File: config.mk
export PLATFORM = sky130hd
export DESIGN_NAME = dvbs2x_symb_rate_divider_avmm
export DESIGN_NICKNAME = d
export VERILOG_FILES = /design/src/rtl/dvbs2x_symb_rate_divider_pkg.sv /design/src/rtl/dvbs2x_symb_rate_divider_regs.sv /design/src/rtl/dvbs2x_symb_rate_divider_avmm.sv
export SDC_FILE = /design/constraint.sdc
export NUM_CORES = 1
export LEC_CHECK = 0
export CELL_PAD_IN_SITES_DETAIL_PLACEMENT = 2
export CELL_PAD_IN_SITES_GLOBAL_PLACEMENT = 2
export CORE_MARGIN = 2
export CORE_UTILIZATION = 25
export DETAILED_ROUTE_END_ITERATION = 7
export HOLD_SLACK_MARGIN = 0.03
export PLACE_DENSITY = 0.92
export RECOVER_POWER = 100
export SYNTH_ARGS = -nofsm -noshare
export SYNTH_HDL_FRONTEND = slang
export SYNTH_HIERARCHICAL = 1
export SYNTH_SLANG_ARGS = --single-unit
File: constraint.sdc
create_clock -name clk -period 2.3 [get_ports clk]
set_input_delay 0.345 -clock clk [delete_from_list [all_inputs] [get_ports clk]]
set_output_delay 0.345 -clock clk [all_outputs]
set_load 0.02 [all_outputs]
File: src/rtl/dvbs2x_symb_rate_divider_pkg.sv
// -----------------------------------------------------------------------------
// dvbs2x_symb_rate_divider_pkg
// Shared constants for the DVB-S2X symbol-rate divider: rate tables, register
// word offsets, AVMM response codes and the selection clamp helper.
// No ports (package).
// -----------------------------------------------------------------------------
package dvbs2x_symb_rate_divider_pkg;

  // Common registers (ID, VERSION, DEVICE_STATE) occupy word offsets 0..2.
  localparam int unsigned AVMM_COMMON_NUM_REGS = 32'd3;
  localparam int unsigned NUM_RATES            = 32'd4;
  localparam int unsigned SEL_W                = 32'd2;
  localparam int unsigned CNT_W                = 32'd8;

  typedef int unsigned rate_table_t [NUM_RATES];

  localparam rate_table_t DIV_RATIOS_DEF     = '{32'd1, 32'd2, 32'd4, 32'd8};
  localparam rate_table_t SYMB_RATE_MSPS_DEF = '{32'd100, 32'd50, 32'd25, 32'd12};

  // Word offsets of the register map; the block-specific registers follow
  // directly after the common ones.
  typedef enum logic [12:0] {
    REG_ID           = 13'd0,
    REG_VERSION      = 13'd1,
    REG_DEVICE_STATE = 13'd2,
    SYMB_RATE_SEL    = 13'd3,
    SYMB_RATE        = 13'd4,
    TOTAL_REGS       = 13'd5
  } reg_offset_e;

  localparam logic [1:0] RESP_OKAY   = 2'b00;
  localparam logic [1:0] RESP_SLVERR = 2'b10;

  // Out-of-range selections saturate to the slowest rate.
  function automatic logic [SEL_W-1:0] clamp_sel(input logic [31:0] wdata);
    if (wdata >= NUM_RATES) begin
      clamp_sel = SEL_W'(NUM_RATES - 32'd1);
    end else begin
      clamp_sel = wdata[SEL_W-1:0];
    end
  endfunction

endpackage

File: src/rtl/dvbs2x_symb_rate_divider_regs.sv
// -----------------------------------------------------------------------------
// dvbs2x_symb_rate_divider_regs
// Avalon-MM register block: common ID/VERSION/DEVICE_STATE registers, the
// SYMB_RATE_SEL control register and the read-only SYMB_RATE status.
// Ports:
//   clk, sreset_n          - clock, synchronous active-low reset
//   init_done              - DEVICE_STATE bit0
//   active_sel             - selection currently applied to the stream
//   sel                    - programmed SYMB_RATE_SEL value
//   avmm_*                 - Avalon-MM slave (byte addresses, 32-bit data)
// -----------------------------------------------------------------------------
module dvbs2x_symb_rate_divider_regs
  import dvbs2x_symb_rate_divider_pkg::*;
#(
  parameter int unsigned MODULE_ID      = 32'd10,
  parameter int unsigned MODULE_VERSION = 32'd1,
  parameter rate_table_t SYMB_RATE_MSPS = SYMB_RATE_MSPS_DEF
) (
  input  logic             clk,
  input  logic             sreset_n,
  input  logic             init_done,
  input  logic [SEL_W-1:0] active_sel,
  output logic [SEL_W-1:0] sel,
  input  logic [14:0]      avmm_address,
  input  logic             avmm_read,
  input  logic             avmm_write,
  input  logic [31:0]      avmm_writedata,
  input  logic [3:0]       avmm_byteenable,
  input  logic [10:0]      avmm_burstcount,
  output logic [31:0]      avmm_readdata,
  output logic             avmm_readdatavalid,
  output logic             avmm_writeresponsevalid,
  output logic [1:0]       avmm_response,
  output logic             avmm_waitrequest
);

  logic [SEL_W-1:0] sel_r;
  logic [10:0]      rd_left_r;
  logic [10:0]      wr_left_r;

  logic [12:0] word_s;
  logic [31:0] rd_data_s;
  logic        rd_err_s;
  logic        wr_err_s;
  logic        wr_sel_s;
  logic        rd_acc_s;
  logic        wr_acc_s;
  logic        bc_one_s;
  logic [10:0] bc_rest_s;
  logic [10:0] rd_left_next_s;
  logic [10:0] wr_left_next_s;

  assign sel = sel_r;

  // Address decode, handshake qualification and burst beat bookkeeping.
  always_comb begin
    word_s         = avmm_address[14:2];
    rd_data_s      = 32'd0;
    rd_err_s       = 1'b0;
    wr_err_s       = 1'b0;
    wr_sel_s       = 1'b0;
    // A misaligned byte address is treated as outside the map.
    if (avmm_address[1:0] != 2'b00) begin
      rd_err_s = 1'b1;
      wr_err_s = 1'b1;
    end else begin
      case (word_s)
        REG_ID:           rd_data_s = MODULE_ID;
        REG_VERSION:      rd_data_s = MODULE_VERSION;
        REG_DEVICE_STATE: rd_data_s = {31'd0, init_done};
        SYMB_RATE_SEL: begin
          rd_data_s = 32'(sel_r);
          wr_sel_s  = 1'b1;
        end
        SYMB_RATE:        rd_data_s = SYMB_RATE_MSPS[active_sel];
        default: begin
          rd_err_s = 1'b1;
          wr_err_s = 1'b1;
        end
      endcase
    end

    // Reads win if a master ever raises both strobes.
    rd_acc_s  = avmm_read && !avmm_waitrequest;
    wr_acc_s  = avmm_write && !avmm_waitrequest && !avmm_read;
    bc_one_s  = (avmm_burstcount == 11'd1);
    bc_rest_s = (avmm_burstcount == 11'd0) ? 11'd0 : (avmm_burstcount - 11'd1);

    // Remaining error beats of a rejected read burst.
    if (rd_acc_s && !bc_one_s) begin
      rd_left_next_s = bc_rest_s;
    end else if (rd_left_r != 11'd0) begin
      rd_left_next_s = rd_left_r - 11'd1;
    end else begin
      rd_left_next_s = rd_left_r;
    end

    // Remaining beats of a rejected write burst; burstcount is only
    // meaningful on the first beat.
    if (wr_acc_s) begin
      if (wr_left_r != 11'd0) begin
        wr_left_next_s = wr_left_r - 11'd1;
      end else if (!bc_one_s) begin
        wr_left_next_s = bc_rest_s;
      end else begin
        wr_left_next_s = 11'd0;
      end
    end else begin
      wr_left_next_s = wr_left_r;
    end
  end

  // Register state and registered AVMM responses.
  always_ff @(posedge clk) begin
    if (!sreset_n) begin
      sel_r                   <= {SEL_W{1'b0}};
      rd_left_r               <= 11'd0;
      wr_left_r               <= 11'd0;
      avmm_readdata           <= 32'd0;
      avmm_readdatavalid      <= 1'b0;
      avmm_writeresponsevalid <= 1'b0;
      avmm_response           <= RESP_OKAY;
      avmm_waitrequest        <= 1'b1;
    end else begin
      rd_left_r               <= rd_left_next_s;
      wr_left_r               <= wr_left_next_s;
      // Stall new commands while read-burst error beats are still draining.
      avmm_waitrequest        <= (rd_left_next_s != 11'd0);
      avmm_readdata           <= 32'd0;
      avmm_readdatavalid      <= 1'b0;
      avmm_writeresponsevalid <= 1'b0;
      avmm_response           <= RESP_OKAY;
      if (rd_acc_s) begin
        avmm_readdatavalid <= 1'b1;
        if (bc_one_s) begin
          avmm_readdata <= rd_data_s;
          avmm_response <= rd_err_s ? RESP_SLVERR : RESP_OKAY;
        end else begin
          avmm_response <= RESP_SLVERR;
        end
      end else if (rd_left_r != 11'd0) begin
        avmm_readdatavalid <= 1'b1;
        avmm_response      <= RESP_SLVERR;
      end else if (wr_acc_s) begin
        avmm_writeresponsevalid <= 1'b1;
        if ((wr_left_r == 11'd0) && bc_one_s) begin
          avmm_response <= wr_err_s ? RESP_SLVERR : RESP_OKAY;
          if (wr_sel_s && (avmm_byteenable != 4'h0)) begin
            sel_r <= clamp_sel(avmm_writedata);
          end
        end else begin
          avmm_response <= RESP_SLVERR;
        end
      end
    end
  end

endmodule

File: src/rtl/dvbs2x_symb_rate_divider_avmm.sv
// -----------------------------------------------------------------------------
// dvbs2x_symb_rate_divider_avmm
// Symbol-rate divider: each accepted input symbol is held and emitted N times
// on the output stream, N = DIV_RATIOS[active_sel]. The selection is set via
// Avalon-MM and applied only at a symbol boundary.
// Ports:
//   clk, sreset_n              - single clock, synchronous active-low reset
//   avmm_*                     - Avalon-MM register slave
//   axis_in_*                  - input symbols, I in [31:16], Q in [15:0]
//   axis_out_*                 - output samples
// -----------------------------------------------------------------------------
module dvbs2x_symb_rate_divider_avmm
  import dvbs2x_symb_rate_divider_pkg::*;
#(
  parameter int unsigned MODULE_ID      = 32'd10,
  parameter int unsigned MODULE_VERSION = 32'd1,
  parameter rate_table_t DIV_RATIOS     = DIV_RATIOS_DEF,
  parameter rate_table_t SYMB_RATE_MSPS = SYMB_RATE_MSPS_DEF
) (
  input  logic        clk,
  input  logic        sreset_n,
  input  logic [14:0] avmm_address,
  input  logic        avmm_read,
  input  logic        avmm_write,
  input  logic [31:0] avmm_writedata,
  input  logic [3:0]  avmm_byteenable,
  input  logic [10:0] avmm_burstcount,
  output logic [31:0] avmm_readdata,
  output logic        avmm_readdatavalid,
  output logic        avmm_writeresponsevalid,
  output logic [1:0]  avmm_response,
  output logic        avmm_waitrequest,
  input  logic [31:0] axis_in_tdata,
  input  logic        axis_in_tvalid,
  input  logic        axis_in_tlast,
  output logic        axis_in_tready,
  output logic [31:0] axis_out_tdata,
  output logic        axis_out_tvalid,
  output logic        axis_out_tlast,
  input  logic        axis_out_tready
);

  logic             run_r;
  logic [31:0]      hold_data_r;
  logic             hold_valid_r;
  logic             hold_last_r;
  logic [CNT_W-1:0] cnt_r;
  logic [SEL_W-1:0] active_sel_r;

  logic [SEL_W-1:0] sel_s;
  logic [CNT_W-1:0] n_minus1_s;
  logic             last_rep_s;
  logic             out_hs_s;
  logic             in_ready_s;
  logic             in_hs_s;
  logic [CNT_W-1:0] cnt_next_s;

  dvbs2x_symb_rate_divider_regs #(
    .MODULE_ID      (MODULE_ID),
    .MODULE_VERSION (MODULE_VERSION),
    .SYMB_RATE_MSPS (SYMB_RATE_MSPS)
  ) u_regs (
    .clk                     (clk),
    .sreset_n                (sreset_n),
    .init_done               (run_r),
    .active_sel              (active_sel_r),
    .sel                     (sel_s),
    .avmm_address            (avmm_address),
    .avmm_read               (avmm_read),
    .avmm_write              (avmm_write),
    .avmm_writedata          (avmm_writedata),
    .avmm_byteenable         (avmm_byteenable),
    .avmm_burstcount         (avmm_burstcount),
    .avmm_readdata           (avmm_readdata),
    .avmm_readdatavalid      (avmm_readdatavalid),
    .avmm_writeresponsevalid (avmm_writeresponsevalid),
    .avmm_response           (avmm_response),
    .avmm_waitrequest        (avmm_waitrequest)
  );

  assign axis_out_tvalid = hold_valid_r;
  assign axis_out_tdata  = hold_data_r;
  assign axis_out_tlast  = hold_last_r && last_rep_s;
  assign axis_in_tready  = in_ready_s;

  // Repeat counter control and stream handshakes.
  always_comb begin
    n_minus1_s = CNT_W'(DIV_RATIOS[active_sel_r] - 32'd1);
    last_rep_s = (cnt_r == n_minus1_s);
    out_hs_s   = hold_valid_r && axis_out_tready;
    // Refill in the same cycle the last repeat leaves, so symbols flow
    // back-to-back; run_r keeps tready low while in reset.
    in_ready_s = run_r && (!hold_valid_r || (axis_out_tready && last_rep_s));
    in_hs_s    = axis_in_tvalid && in_ready_s;
    if (out_hs_s) begin
      if (last_rep_s) begin
        cnt_next_s = {CNT_W{1'b0}};
      end else begin
        cnt_next_s = cnt_r + CNT_W'(1'b1);
      end
    end else begin
      cnt_next_s = cnt_r;
    end
  end

  // Hold register, repeat counter and boundary-aligned rate selection.
  always_ff @(posedge clk) begin
    if (!sreset_n) begin
      run_r        <= 1'b0;
      hold_data_r  <= 32'd0;
      hold_valid_r <= 1'b0;
      hold_last_r  <= 1'b0;
      cnt_r        <= {CNT_W{1'b0}};
      active_sel_r <= {SEL_W{1'b0}};
    end else begin
      run_r <= 1'b1;
      cnt_r <= cnt_next_s;
      // With cnt at 0 next cycle no repeat of the held symbol has been
      // emitted, so a new N cannot truncate or extend it.
      if (cnt_next_s == {CNT_W{1'b0}}) begin
        active_sel_r <= sel_s;
      end else begin
        active_sel_r <= active_sel_r;
      end
      if (in_hs_s) begin
        hold_data_r  <= axis_in_tdata;
        hold_last_r  <= axis_in_tlast;
        hold_valid_r <= 1'b1;
      end else if (out_hs_s && last_rep_s) begin
        hold_valid_r <= 1'b0;
      end else begin
        hold_valid_r <= hold_valid_r;
      end
    end
  end

endmodule

After elaboration in Yosys (flattened, before gate mapping) --
Index checks and enable logic that the tools add are counted.
Word-level totals: input port bits 101, flip-flop bits (word level) 106, output and inout bits 72
Cells by class: equality and inequality tests 6, add/subtract/negate cells 5, order comparisons 2, mux-type cells 31, bitwise logic cells 5, reductions and logical operators 31
Operators with widths (number):
- 32-bit case mux with 5 select lines | 1
- 32-bit binary-select mux with 2-bit select | 2
- 32-bit two-way mux | 2
- 11-bit two-way mux | 5
- 11-bit nonzero test | 3
- 11-bit by 1-bit subtractor with 11-bit output (second input constant) | 3
- 32-bit by 3-bit >= comparator with 1-bit output (second input constant) | 1
- 8-bit two-way mux | 4
- 13-bit by 2-bit == test with 1-bit output (second input constant) | 2
- 11-bit logical NOT | 2
- 2-bit two-way mux | 7
- 13-bit by 1-bit == test with 1-bit output (second input constant) | 1
- 13-bit by 3-bit == test with 1-bit output (second input constant) | 1
- 13-bit logical NOT | 1
- 1-bit logical AND | 12
- 11-bit by 1-bit == test with 1-bit output (second input constant) | 1
- 1-bit two-way mux | 10
- 8-bit by 1-bit adder with 8-bit output (second input constant) | 1
- 8-bit == test | 1
- 8-bit logical NOT | 1
- 8-bit by 1-bit subtractor with 8-bit output (second input constant) | 1
- 5-bit AND reduction | 1
- 5-bit OR reduction | 1
- 1-bit logical NOT | 4
- other kinds (8) | 12

Depth between registers and ports, before layout --
Gate-level depths: netlist (run 1).
depth in word-level cells 11, depth in mapped cells 9, gate-level depth less buffers 8

Cells and area by module --
The synthesis (run 1) kept the hierarchy.
Modules (own cells, without submodules):
- dvbs2x_symb_rate_divider_regs | area each 2687.6 um^2, instances 1, sequential area each 700.7 um^2, cells each 349
- dvbs2x_symb_rate_divider_avmm | area each 2133.3 um^2, instances 1, sequential area each 900.9 um^2, cells each 237

Worst setup path after synthesis (run 1) --
No wires, ideal clock.
kind input port to flip-flop, start in avmm_burstcount[1], end reg u_regs.avmm_waitrequest, stages on the path 7, setup time 0.138 ns, setup slack 0.155 ns, required time 2.162 ns, data arrival time 2.007 ns, path through inv_1 ha_1 or4b_2 nor2_1 nor2_1 and4bb_1 o2111ai_1
Between the ends: word-level cells in the longest chain between the ends 5, elaborated cells on any way between the ends 8, those cells by class add/sub: 1; eq/ne: 1; mux: 2; reduce/logical: 4
RTL lines:
- start, declared | line dvbs2x_symb_rate_divider_avmm.sv:27 | input logic [10:0] avmm_burstcount,
- parallel branches: the longest is 3 deep, another holds 11-bit by 1-bit subtractor with 11-bit output
- 11-bit two-way mux (*) | line dvbs2x_symb_rate_divider_regs.sv:90 | if (rd_acc_s && !bc_one_s) begin
- 11-bit nonzero test (*) | line dvbs2x_symb_rate_divider_regs.sv:128 | avmm_waitrequest <= (rd_left_next_s != 11'd0);
- end signal, assigned | line dvbs2x_symb_rate_divider_regs.sv:128
- end, declared | line dvbs2x_symb_rate_divider_regs.sv:34 | output logic avmm_waitrequest
Mark *: on every way between the ends. A chain may end at the register's enable or synchronous reset.

Worst setup path after layout (run 1) --
start reg u_regs.wr_left_r[1], end reg u_regs.wr_left_r[1]
Between the ends: word-level cells in the longest chain between the ends 2, elaborated cells on any way between the ends 3, those cells by class add/sub: 1; mux: 1; reduce/logical: 1
RTL lines:
- start, declared | line dvbs2x_symb_rate_divider_regs.sv:39 | logic [10:0] wr_left_r;
- start signal, assigned | line dvbs2x_symb_rate_divider_regs.sv:126 | wr_left_r <= wr_left_next_s;
- 11-bit by 1-bit subtractor with 11-bit output or 11-bit nonzero test (tied branches) | line dvbs2x_symb_rate_divider_regs.sv:102, dvbs2x_symb_rate_divider_regs.sv:101
- 11-bit two-way mux (*) | line dvbs2x_symb_rate_divider_regs.sv:101 | if (wr_left_r != 11'd0) begin
Every way passes the cells marked *; elsewhere a longest branch is shown, timed or not.

==> metrics.md, run 1 <==
| Metric | Value |
|---|---|
| Synth area leader | `dfxtp_1` |
| Global-route wire length before repair | `between 30000 and 40000 um` |
| DR vias | `a little over 5k` |
| Die height | `142.9 um` |
| Maxcap violations | `0` |
| R2R setup slack | `-0.004 ns` |
| Vias per inst | `4.897` |
| Mapped Cells | `a little under 600` |
| Remaining global-route overflow | `0` |
| Share of layout cells above drive strength 1 | `about 17%` |
| Post-synthesis cell area | `4821 um2` |
| Die area | `20410 um2` |
| CP startpoint kind | `flip-flop` |
| # port buffers | `about 150` |
| Post-synth EDFFs | `0` |
| Post-route ant nets | `0` |
| Achievable frequency | `around 430 MHz` |
| Dpl cells | `1036` |
| Syn avg cell area | `8.227 um2` |
| Final setup violation count | `1` |
| Commonest cells in the netlist | `nand2_1 (105), dfxtp_1 (80), nor2_1 (45)` |
| Min-delay src | `sreset_n` |
| Failing checks | `setup timing` |
| Inserted Diodes | `0` |
| Post-synthesis sequential area ratio | `33.22%` |
| R2R cell count | `8` |
| Layout Cells excl Fill | `roughly 1.1k` |
| # rows | `50` |
| Total GRT Usage | `20.57%` |
| Final net count | `903` |
| Most used DFF post-synth | `dfxtp_1` |
| CTS tree | `done` |
| Clock Sinks | `80` |
| Final core occ | `39.04%` |
| Area fraction of the dominant cell type after synthesis | `33.22%` |
| Initial antenna violation count | `0` |
| Starting Density | `about a quarter` |
| IO Count | `173` |
| Drt wl/cell | `approximately 21 um` |
| Worst hold path cell count | `2` |
| Final WL | `roughly 22000 um` |
| Count leader, synth | `nand2_1` |
| Clock Root Buffer | `clkbuf_16` |
| Req. time, crit path | `between 2 and 3 ns` |
| Clock-pin slew on the worst setup and hold paths | `around 0.070 ns` |
| Setup WS post-layout | `-0.003952 ns` |
| Netlist cell types | `73` |
| Critical path class | `reg2reg` |
| Worst Hold End | `u_regs/rd_left_r[1]` |
| IR drop worst, VDD | `408.2 uV` |
| DP Wirelength | `around 16000 um` |
| Pre-CTS setup slack | `-0.4004 ns` |
| Clk buf depth | `2` |
| Slew margin rel. | `between 60% and 70%` |
| TritonRoute pass-1 iters | `4` |
| Worst Path Max Fanout | `5` |
| Worst Path Arrival | `between 2 and 3 ns` |
| RSZ-0062 raised after global routing | `yes` |
| Die width | `about 140 um` |
| TritonCTS Buffers | `9` |
| Total power | `~5400 uW` |
| Pwr dens | `around 730 nW/um2` |
| H-tree levels | `3` |
| Ys async rst share | `0%` |
| Drt drc | `0` |
| Clock Skews | `0.01248 ns` |
| Number of global-route vias before repair | `5812` |
| Worst skew pair latency | `between 0.3 and 0.4 ns` |
| Iteration-0 DRC Markers | `130` |
| Top cells by area, synth | `dfxtp_1 (33%), mux2i_1 (8.9%), nand2_1 (8.2%)` |
| Final Hold Vio Count | `0` |
| Fillers | `around 2.1k` |
| Synthesized flop and latch total | `80` |
| Setup crit end kind | `flip-flop` |
| Outcome | `finished, violations left` |
| Pins Over Slew Limit | `0` |
| R2r startpoint | `u_regs/wr_left_r[1]` |
| Post-route minimum period | `2.304 ns` |
| Crit share post-route | `100.2%` |
| Leak | `~0.003 uW` |
| Area delta synth->final | `52.50%` |
| Worst r2r dst | `u_regs/wr_left_r[1]` |
| Final Wtd Congestion | `between 0.7 and 0.8` |
| Type of the worst min-delay path | `in2reg` |
| Core area | `18830 um2` |
| Largest net degree at the start of global routing | `between 60 and 70` |
| Worst-Margin Slew | `0.5868 ns` |
| Synth warnings | `6` |
==> logic make-up (layout without fill, tap and decap cells) <==
| logic type | count (synthesis) | after routing | share of synthesized area (%) |
|---|---|---|---|
| xor+xnor | 12 | 12 | 2.180 |
| simple gates | 279 | 279 | 31.14 |
| buf+inv | 67 | 253 | 8.694 |
| fa+ha+maj | 10 | 10 | 2.595 |
| compound gates | 94 | 94 | 13.16 |
| flops | 80 | 80 | 33.22 |
| other cells | 1 | 26 | 0.07779 |
| mux | 43 | 43 | 8.928 |
==> worst max-delay path, stage by stage (launching register included) <==
cell	delay, ns
dfxtp_2	0.34
inv_2	0.07
ha_4	0.15
or4b_4	0.52
nor4_4	0.29
buf_4	0.21
nand2b_1	0.14
o221a_2	0.30
nor3b_2	0.19
==> registers in the layout, summed over array words and instances (netlist names) <==
signal and cells:
axis_out_tdata 32, run_r 1, u_regs/avmm_writeresponsevalid 1, axis_out_tvalid 1, cnt_r 8, u_regs/avmm_waitrequest 1
u_regs/wr_left_r 11, u_regs/avmm_readdatavalid 1, u_regs/avmm_response 1, u_regs/avmm_readdata 7, u_regs/rd_left_r 11, active_sel_r 2
hold_last_r 1, u_regs/sel 2
==> through the flow <==
stage	cell area [um2]	hold WS (ns)	setup TNS [ns]
CTS	7268	0.4278	-0.005355
global route	7352	0.4528	-0.2236
finish	7352	0.4540	-0.003952
detailed placement	6915	0.4583	-4.220
floorplan	4915	0.3727	0
global placement	6915	0.4394	-1.842
==> routing by layer <==
layer / vias to the layer above / part of all wire [%] / global-route usage [%]
met2: 125 / 55 / 40.36
met5: - / 0 / 0
met1: 2585 / 38 / 21.28
li1: 2421 / - / -
met3: 45 / 3.7 / 3.521
met4: 0 / 3.4 / 8.755
==> how the worst max path moves through the flow <==
stage                        start                 endpoint  slack, ns  depth (start not counted)
6_report       u_regs/wr_left_r[1]      u_regs/wr_left_r[1]     -0.004                          8
5_1_grt        u_regs/wr_left_r[1]      u_regs/wr_left_r[1]      -0.08                          8
4_1_cts        u_regs/wr_left_r[1]      u_regs/wr_left_r[0]     -0.005                          7
3_5_place_dp    avmm_burstcount[1]  u_regs/avmm_waitrequest      -0.40                          8
3_3_place_gp    avmm_burstcount[1]  u_regs/avmm_waitrequest      -0.31                          8
2_1_floorplan   avmm_burstcount[1]  u_regs/avmm_waitrequest       0.16                          7
==> cell type report <==
class,count,area [um2],share of cell area [%]
multi-input cells,464,3014,41.00
flip-flops and latches,80,1607,21.85
clock inverters,4,52.55,0.7148
clock buffers,12,246.5,3.353
well taps,260,325.3,4.425
inverters,12,45.04,0.6127
repair buffers,225,2062,28.05
==> where the power goes <==
part	leakage, uW	internal, uW	switching (uW)
registers	0.000654	1520	146
logic	0.00223	976	1240
clock network	0.000147	877	633
total	0.00303	3370	2020
==> cells in the final DEF, fill, tap and decap left out, types with 9 or more instances in the layout <==
cell / count
nor2_1: 42
a21oi_1: 25
dfxtp_1: 76
conb_1: 26
o21ai_0: 22
ha_1: 9
xnor2_1: 10
nand2_1: 104
nor3_1: 18
dlygate4sd3_1: 45
nand3_1: 10
nor2b_1: 11
mux2i_1: 42
inv_1: 10
and2_1: 9
nor4_1: 12
clkdlybuf4s50_1: 98
buf_4: 70
clkbuf_16: 9
==> repair_timing <==
item                       4_1_cts  5_1_grt
pin swaps                        6        6
gates cloned                     0        0
hold buffers                     0        0
setup buffers                    0        5
setup endpoints to repair       11       13
gates resized for setup         24       19
Note: power is estimated with default switching activity, not from simulation.
==> run 2: changes to the inputs <==
- CTS_CLUSTER_DIAMETER: default -> 50
==> results of run 2 <==
Same layout as run 1: the final DEF is identical, and so are final timing and power.
